$ cat src/rtl/datapath_mc.sv
// Multi-cycle integer datapath: single-cycle ALU/branch/jump, with loads and stores
// sequenced through a RUN -> MEM_REQ -> MEM_WAIT handshake on a simple data bus.
module datapath_mc #(
   parameter int unsigned   XLEN     = 32,
   parameter int unsigned   NREG     = 32,
   parameter logic [XLEN-1:0] RESET_PC = '0
) (
   input  logic              clk,
   input  logic              reset,
   input  logic [4:0]        rs1,
   input  logic [4:0]        rs2,
   input  logic [4:0]        rd,
   input  logic [2:0]        funct3,
   input  logic [3:0]        alu_ctrl,
   input  logic [XLEN-1:0]   imm_out,
   input  logic              reg_write,
   input  logic              mem_read,
   input  logic              mem_write,
   input  logic              alu_src,
   input  logic              is_branch,
   input  logic              is_jal,
   input  logic              is_jalr,
   input  logic [1:0]        op1_sel,
   input  logic [1:0]        wb_sel,
   output logic [XLEN-1:0]   imem_addr,
   input  logic [31:0]       imem_rdata,
   output logic [31:0]       instr,
   output logic              stall,
   output logic              dmem_req,
   output logic              dmem_we,
   output logic [XLEN-1:0]   dmem_addr,
   output logic [XLEN/8-1:0] dmem_be,
   output logic [XLEN-1:0]   dmem_wdata,
   input  logic [XLEN-1:0]   dmem_rdata,
   input  logic              dmem_ack,
   output logic              misaligned
);

   localparam int unsigned BEW  = XLEN / 8;
   localparam int unsigned OFFW = $clog2(BEW);
   localparam int unsigned SHW  = $clog2(XLEN);
   localparam int unsigned IDXW = $clog2(NREG);

   localparam logic [3:0] ALU_ADD  = 4'd0;
   localparam logic [3:0] ALU_SUB  = 4'd1;
   localparam logic [3:0] ALU_AND  = 4'd2;
   localparam logic [3:0] ALU_OR   = 4'd3;
   localparam logic [3:0] ALU_XOR  = 4'd4;
   localparam logic [3:0] ALU_SLL  = 4'd5;
   localparam logic [3:0] ALU_SRL  = 4'd6;
   localparam logic [3:0] ALU_SRA  = 4'd7;
   localparam logic [3:0] ALU_SLT  = 4'd8;
   localparam logic [3:0] ALU_SLTU = 4'd9;
   localparam logic [3:0] ALU_PASS = 4'd10;

   localparam logic [1:0] OP1_RS1  = 2'd0;
   localparam logic [1:0] OP1_PC   = 2'd1;
   localparam logic [1:0] OP1_ZERO = 2'd2;

   localparam logic [1:0] WB_ALU = 2'd0;
   localparam logic [1:0] WB_MEM = 2'd1;
   localparam logic [1:0] WB_PC4 = 2'd2;

   typedef enum logic [1:0] {RUN, MEM_REQ, MEM_WAIT} state_t;

   state_t            state, state_nxt;
   logic [XLEN-1:0]   pc_current;
   logic [XLEN-1:0]   regs [0:NREG-1];

   logic [XLEN-1:0]   rs1_data, rs2_data, op1, op2, alu_res;
   logic [SHW-1:0]    shamt;
   logic              rd_ok, br_taken;
   logic [XLEN-1:0]   pc_plus4, next_pc, pc_nxt;
   logic [XLEN-1:0]   mem_addr, mem_wdata, ld_shift, load_data, wb_data;
   logic [BEW-1:0]    mem_be;
   logic [7:0]        size_mask;
   logic              mem_op, mem_misal, mem_illegal, mem_bad;
   logic              retire, issue, mem_err, ack_done, rf_we, pc_we;

   assign imem_addr = pc_current;
   assign instr     = imem_rdata;

   // Register file read: x0 and indices beyond NREG read as zero
   always_comb begin
      rs1_data = '0;
      rs2_data = '0;
      if (rs1 != 5'd0 && 32'(rs1) < NREG) rs1_data = regs[rs1[IDXW-1:0]];
      if (rs2 != 5'd0 && 32'(rs2) < NREG) rs2_data = regs[rs2[IDXW-1:0]];
      rd_ok = (rd != 5'd0) && (32'(rd) < NREG);
   end

   always_comb begin
      op1 = rs1_data;
      case (op1_sel)
         OP1_RS1:  op1 = rs1_data;
         OP1_PC:   op1 = pc_current;
         OP1_ZERO: op1 = '0;
         default:  op1 = rs1_data;
      endcase
      op2   = alu_src ? imm_out : rs2_data;
      shamt = op2[SHW-1:0];
      case (alu_ctrl)
         ALU_ADD:  alu_res = op1 + op2;
         ALU_SUB:  alu_res = op1 - op2;
         ALU_AND:  alu_res = op1 & op2;
         ALU_OR:   alu_res = op1 | op2;
         ALU_XOR:  alu_res = op1 ^ op2;
         ALU_SLL:  alu_res = op1 << shamt;
         ALU_SRL:  alu_res = op1 >> shamt;
         ALU_SRA:  alu_res = XLEN'($signed(op1) >>> shamt);
         ALU_SLT:  alu_res = XLEN'($signed(op1) < $signed(op2));
         ALU_SLTU: alu_res = XLEN'(op1 < op2);
         ALU_PASS: alu_res = op2;
         default:  alu_res = '0;
      endcase
   end

   // Branch condition and next-PC selection
   always_comb begin
      case (funct3)
         3'b000:  br_taken = (rs1_data == rs2_data);
         3'b001:  br_taken = (rs1_data != rs2_data);
         3'b100:  br_taken = ($signed(rs1_data) < $signed(rs2_data));
         3'b101:  br_taken = !($signed(rs1_data) < $signed(rs2_data));
         3'b110:  br_taken = (rs1_data < rs2_data);
         3'b111:  br_taken = !(rs1_data < rs2_data);
         default: br_taken = 1'b0;
      endcase
      pc_plus4 = pc_current + XLEN'(4);
      if (is_jalr)                    next_pc = (rs1_data + imm_out) & ~XLEN'(1);
      else if (is_jal)                next_pc = pc_current + imm_out;
      else if (is_branch && br_taken) next_pc = pc_current + imm_out;
      else                            next_pc = pc_plus4;
   end

   // Store-side address check, lane replication and byte enables
   always_comb begin
      mem_op   = mem_read | mem_write;
      mem_addr = rs1_data + imm_out;
      case (funct3[1:0])
         2'b01:   mem_misal = mem_addr[0];
         2'b10:   mem_misal = |mem_addr[1:0];
         2'b11:   mem_misal = |mem_addr[2:0];
         default: mem_misal = 1'b0;
      endcase
      mem_illegal = (funct3 == 3'b111) || (funct3[1:0] == 2'b11 && XLEN == 32);
      mem_bad     = mem_misal | mem_illegal;
      case (funct3[1:0])
         2'b00: begin size_mask = 8'h01; mem_wdata = {BEW{rs2_data[7:0]}}; end
         2'b01: begin size_mask = 8'h03; mem_wdata = {(BEW/2){rs2_data[15:0]}}; end
         2'b10: begin size_mask = 8'h0F; mem_wdata = {(XLEN/32){rs2_data[31:0]}}; end
         default: begin size_mask = 8'hFF; mem_wdata = rs2_data; end
      endcase
      mem_be = BEW'(16'(size_mask) << mem_addr[OFFW-1:0]);
   end

   // Load lane extraction uses the held access address; controls are stable while stalled
   always_comb begin
      ld_shift = dmem_rdata >> {dmem_addr[OFFW-1:0], 3'b000};
      case (funct3)
         3'b000:  load_data = XLEN'($signed(ld_shift[7:0]));
         3'b100:  load_data = XLEN'(ld_shift[7:0]);
         3'b001:  load_data = XLEN'($signed(ld_shift[15:0]));
         3'b101:  load_data = XLEN'(ld_shift[15:0]);
         3'b010:  load_data = XLEN'($signed(ld_shift[31:0]));
         3'b110:  load_data = XLEN'(ld_shift[31:0]);
         default: load_data = ld_shift;
      endcase
      case (wb_sel)
         WB_ALU:  wb_data = alu_res;
         WB_MEM:  wb_data = load_data;
         WB_PC4:  wb_data = pc_plus4;
         default: wb_data = alu_res;
      endcase
   end

   always_ff @(posedge clk) begin
      if (reset) state <= RUN;
      else       state <= state_nxt;
   end

   always_comb begin
      state_nxt = state;
      stall     = 1'b0;
      retire    = 1'b0;
      issue     = 1'b0;
      mem_err   = 1'b0;
      ack_done  = 1'b0;
      case (state)
         RUN: begin
            if (mem_op && !mem_bad) begin
               stall     = 1'b1;
               issue     = 1'b1;
               state_nxt = MEM_REQ;
            end else if (mem_op) begin
               mem_err = 1'b1;
            end else begin
               retire = 1'b1;
            end
         end
         MEM_REQ: begin
            stall     = 1'b1;
            state_nxt = MEM_WAIT;
         end
         MEM_WAIT: begin
            stall = 1'b1;
            if (dmem_ack) begin
               ack_done  = 1'b1;
               state_nxt = RUN;
            end
         end
         default: state_nxt = RUN;
      endcase
      rf_we  = (retire | ack_done) & reg_write & rd_ok;
      pc_we  = retire | mem_err | ack_done;
      pc_nxt = retire ? next_pc : pc_plus4;
   end

   always_ff @(posedge clk) begin
      if (reset) begin
         pc_current <= RESET_PC;
         for (int i = 0; i < int'(NREG); i++) regs[i] <= '0;
         dmem_req   <= 1'b0;
         dmem_we    <= 1'b0;
         dmem_addr  <= '0;
         dmem_be    <= '0;
         dmem_wdata <= '0;
         misaligned <= 1'b0;
      end else begin
         if (pc_we) pc_current <= pc_nxt;
         if (rf_we) regs[rd[IDXW-1:0]] <= wb_data;
         if (mem_err) misaligned <= 1'b1;
         if (issue) begin
            dmem_req   <= 1'b1;
            dmem_we    <= mem_write;
            dmem_addr  <= mem_addr;
            dmem_be    <= mem_be;
            dmem_wdata <= mem_wdata;
         end
         if (ack_done) dmem_req <= 1'b0;
      end
   end

endmodule

$ cat config.mk
export PLATFORM = sky130hd
export DESIGN_NAME = datapath_mc
export DESIGN_NICKNAME = d
export VERILOG_FILES = /design/src/rtl/datapath_mc.sv
export SDC_FILE = /design/constraint.sdc
export NUM_CORES = 2
export LEC_CHECK = 0
export BUFFER_PORTS_ARGS = -buffer_cell sky130_fd_sc_hd__buf_4
export CAP_MARGIN = 20
export CORE_MARGIN = 2
export CORE_UTILIZATION = 45
export DETAILED_ROUTE_END_ITERATION = 8
export HOLD_SLACK_MARGIN = 0.12
export PLACE_DENSITY = 0.58
export SYNTH_ARGS = -nofsm -noshare
export SYNTH_HDL_FRONTEND = slang
export SYNTH_SLANG_ARGS = --single-unit
$ cat constraint.sdc
create_clock -name clk -period 10.6 [get_ports clk]
set_input_delay 1.59 -clock clk [delete_from_list [all_inputs] [get_ports clk]]
set_output_delay 1.59 -clock clk [all_outputs]
set_load 0.01 [all_outputs]
**After elaboration in Yosys (flattened, before gate mapping)**

Memory sizes are Yosys's and may differ from the RTL's.
Cells that the tools add are included.

- Equality and inequality tests: 28
- Bitwise logic cells: 10
- Reductions and logical operators: 19
- Shift-type cells: 5
- Mux-type cells: 37
- $add $sub $neg: 5
- $lt $le $gt $ge: 4

Operators by type and width:

| operator | number |
|---|---|
| one-hot mux 32 bit (11 select lines) | 1 |
| two-way mux 32 bit | 8 |
| one-hot mux 32 bit (2 select lines) | 3 |
| < comparator 32 bit | 4 |
| one-hot mux 32 bit (4 select lines) | 1 |
| adder 32 bit | 3 |
| right shift 32 x 5 -> 32 bit | 2 |
| adder 32 x 3 -> 32 bit, second input constant | 1 |
| bitwise AND 32 bit | 1 |
| == test 32 bit | 1 |
| != test 32 bit | 1 |
| bitwise OR 32 bit | 1 |
| OR reduction 32 bit | 1 |
| << shifter 32 x 5 -> 32 bit | 1 |
| >>> shifter 32 x 5 -> 32 bit | 1 |
| subtractor 32 bit | 1 |
| XOR 32 bit | 1 |
| one-hot mux 8 bit (3 select lines) | 1 |
| == test 4 x 3 -> 1 bit, second input constant | 4 |
| two-way mux 1 bit | 16 |
| nonzero test 5 bit | 3 |
| == test 3 bit, second input constant | 4 |
| == test 4 bit, second input constant | 3 |
| == test 2 bit, second input constant | 5 |
| 23 further kinds | 40 |

- Word-level logic and storage cells: 117
- Memory bits (writable): 1024
- Output and inout bits: 136
- Flip-flop bits (word level): 105
- Input port bits: 132
- Memories: 1

Memories:

| memory | depth | bits a word | rd ports | clocked after memory_dff | wr ports | line | text |
|---|---|---|---|---|---|---|---|
| regs | 32 | 32 | 2 | 0 | 32 | 68 | `logic [XLEN-1:0] regs [0:NREG-1];` |

**Depth between registers and ports, before layout**

- Depth after elaboration: 18
- Mapped depth: 32
- Depth with buffers taken out: 22

**Worst setup path before layout**

No wires, ideal clock.

- Path type: in2reg
- From: in rs2[0]
- To: mem regs[10][28] (data pin)
- Buffers on the path: 10
- Setup time: 0.267 ns
- Required time: 10.333 ns
- Data arrival time: 7.821 ns
- Path slack: 2.512 ns
- Stages: 31
- Cell sequence: buf_4 buf_6 buf_6 buf_6 buf_6 buf_6 buf_6 buf_2 mux4_2 mux4_2 nand2_1 nand2_1 nand2_1 nor2_1 a21oi_1 inv_1 ha_1 clkbuf_1 nand4_1 or3b_2 o32ai_1 a21oi_1 a211oi_1 o31ai_1 a2111oi_0 o21ai_0 o2bb2ai_1 xnor2_1 a211oi_2 buf_6 nor3_1

RTL lines:

| item | line | text |
|---|---|---|
| from (decl) | 11 | `input logic [4:0] rs2,` |
| to (decl) | 68 |  |

==> key figures <==
STA
  – RSZ-0062 raised after global routing: no
  – Final hold violations: 0
  – Fin crit period: slightly below 9 ns
  – Final Max Slew Viols: 0
  – Setup TNS: 0 ns
  – Fmax: around 0.11 GHz
  – Final-report setup violation count: 0
  – WHS: about 0.46 ns
  – Post-route clock period utilization: between 80% and 90%
  – Relative slew slack: under 10%
  – Final setup skew: approximately 0.13 ns
  – Worst Tran Pin Value: 1.39 ns

Critical path
  – Worst-path fanout max: 51
  – Kind of critical path: in -> reg
  – Critical-path cell list: buf_8, buf_4, mux4_2, mux4_2, nand2_1, nand2_1, nand2_1, o21ai_0, ha_1, a21o_1, a31oi_1, a21oi_1, a211oi_1, o31ai_1, a2111oi_0, o21ai_0, mux2i_1, a221oi_1, o221a_2, nor3_1
  – CP max-delay cell: o221a_2
  – CP Buf/Inv Count: 2
  – CP Data Required Time: between 10 and 15 ns
  – Worst R2R Path Depth: 21
  – CP arrival: approximately 9.3 ns
  – Cell depth of the worst setup path: 20
  – Worst path most repeated cell: nand2_1
  – Element type at the critical path start: input port
  – Slowest cell delay on critical path: ~0.75 ns
  – CP Capture Type: flip-flop
  – Top delay family on crit path: compound AO/OA/AOI/OAI gates

Power and ir drop
  – Max VDD drop: around 150 uV
  – Lkg Pwr: 0.0291 uW
  – Tot Pwr: approximately 13000 uW
  – Pwr Density: 163 nW/um^2

Routing
  – Met2 wire len: around 140000 um
  – Metal1 wirelength: between 100000 and 150000 um
  – Vias: approximately 60000
  – Per-cell routed wire length: between 30 and 40 um
  – Drt pass-1 iters: 7
  – Routed length on met3: 38600 um
  – Antenna viol nets, final: 0
  – DR top layer: met5
  – Iter 0 DRT Violations: approximately 9000
  – Via density: just under 7
  – Total length of routed wires: between 300000 and 400000 um
  – Residual DRC: 0

Placement
  – PortBufs: between 200 and 250
  – Hpwl dp: 221000 um
  – GPL Wtd Cong: 1.03
  – Post-Place Cell Area: about 77000 sq um

Clocking
  – Quantity of hold-fixing buffers added after cts: 0
  – H-tree lvl count: 3
  – TritonCTS Buffers: approximately 120
  – Clk buf depth: 3
  – Root buf cell: clkbuf_16
  – Clock latency on the worst-skew pair: approximately 0.8 ns
  – Setup repair bufs after CTS: 0
  – Clk slew on worst S/H paths: approximately 0.060 ns
  – CTS tree: yes
  – Clock sink total: 1129
  – CTS-repair resized insts: 0

Floorplan
  – Die X: between 400 and 500 um
  – Die Height: 406 um
  – Rows: approximately 150
  – Full die area: between 150000 and 200000 sq um
  – Total core area: 161000 sq um
  – IO Pins: about 270
  – Initial core utilization: 45.3%

Layout
  – Post-Route Utilization: approximately 50%
  – Register area: about 33000 sq um
  – Design Area, Final: about 80000 sq um
  – Share of layout cells above drive strength 1: a little over 20%
  – Nets@finish: 6833
  – Area Growth Syn to Fin: 10.4%
  – Area of the multi-input gates: 36900 sq um
  – Fillers: approximately 14000

Synth
  – Cell count after synthesis: 6496
  – Yosys cell types: 98
  – EDFF count, synth: around 1000
  – Top cell type's share of synthesized area: a little over two fifths
  – Post-Syn Area: 72800 sq um
  – Syn avg cell area: about 11 sq um
  – Top_reg_cell synth: edfxtp_1
  – Warnings, synthesis: 0
  – #FFs+latches synth: 1129
  – Commonest cells in the netlist: 1290 x nor2_1, 1024 x edfxtp_1, 548 x mux4_2
  – Top cell type by total area after synthesis: edfxtp_1
  – Sequential area share after synthesis: roughly 45%
  – Async set-or-reset flop fraction in the synthesized netlist: 0%
  – Synth top area cells: edfxtp_1 42%, mux4_2 17%, nor2_1 6.7%, mux2i_1 3.5%, ha_1 3.3%
  – Most frequent cell after synthesis: nor2_1

GRT
  – First-pass GRT wire length: ~440000 um
  – Grt ovf: 0
  – Largest net degree at the start of global routing: 90
  – Vias in the first global route: about 57000
  – Total Routing Usage GR: about two fifths
  – Initial antenna violation count: 12

Run status
  – Status: complete, no violations

Job
  – MaxCap Viol Count: 0

Worst hold path
  – WHS Path Cells: 2
  – Hold crit path type: reg -> reg
==> state kept, by name, indices dropped and copies added, names as in the netlist, 2 cells and up <==
register    flops
state           2
dmem_addr      32
regs         1024
imem_addr      32
dmem_be         4
dmem_wdata     32
==> cells in the final DEF (no fill, tap or decap), types with 132 or more instances in the layout <==
master,count
mux2i_1,252
nand2_1,481
edfxtp_1,1024
inv_1,132
a21oi_1,292
mux4_2,548
o21ai_0,209
nor3_1,141
buf_4,428
ha_1,192
nor2_1,1284
==> report_power, final <==
part / switching [uW] / leakage (uW) / internal, uW / total (uW)
Clock: 1880 / 0.00183 / 2260 / 4140
Sequential: 171 / 0.0114 / 5050 / 5220
Combinational: 2480 / 0.0158 / 1230 / 3720
Total: 4540 / 0.0291 / 8540 / 13100
==> stage by stage <==
| step | setup WS [ns] | instances |
|---|---|---|
| after floorplan | 2.51 | 6527 |
| after global placement | 1.31 | 8535 |
| after detailed placement | 1.25 | 8536 |
| after CTS | 2.00 | 8759 |
| after global routing | 1.51 | 8765 |
| final | 1.75 | 8769 |
==> layer usage <==
layer	vias to the layer above	GRT usage (%)
li1	24400	-
met1	29900	47.7
met3	1179	10.1
met5	-	0
met2	4545	58.5
met4	14	28.4
==> worst paths after layout <==
path	slack, ns	start	to
setup reg to reg	2.96	regs[30][7]	regs[28][30]
hold / removal	0.46	dmem_addr[8]	dmem_addr[8]
hold reg to reg	0.46	dmem_addr[8]	dmem_addr[8]
setup / recovery	1.75	rs2[1]	regs[28][30]
==> cell families (layout without fill, tap and decap cells) <==
family	count (synthesis)	after routing	synth area share (%)
other	1	36	0.00515
and+or+nand+nor	2312	2312	13.3
buffers and inverters	733	811	4.87
DFF	1129	1129	45.1
AOI/OAI and AO/OA	1164	1164	10.7
xor gates and xnor gates	126	126	1.52
muxes	832	832	21.0
adders and majority gates	199	199	3.45
==> worst min-delay path: stages, from the launching register on <==
cell	delay [ns]
dfxtp_1	0.31
nand2_1	0.05
a21oi_1	0.05
==> final cells by class <==
type	instances	share of cell area, %
multi-input cells	4665	45.9
flip-flops and latches	1129	40.9
repair buffers	452	4.50
clock buffers	147	3.91
well taps	2160	3.36
clock inverters	76	0.802
inverters	136	0.635
diodes	4	0.0125
Power figures use the tool's default switching activity.
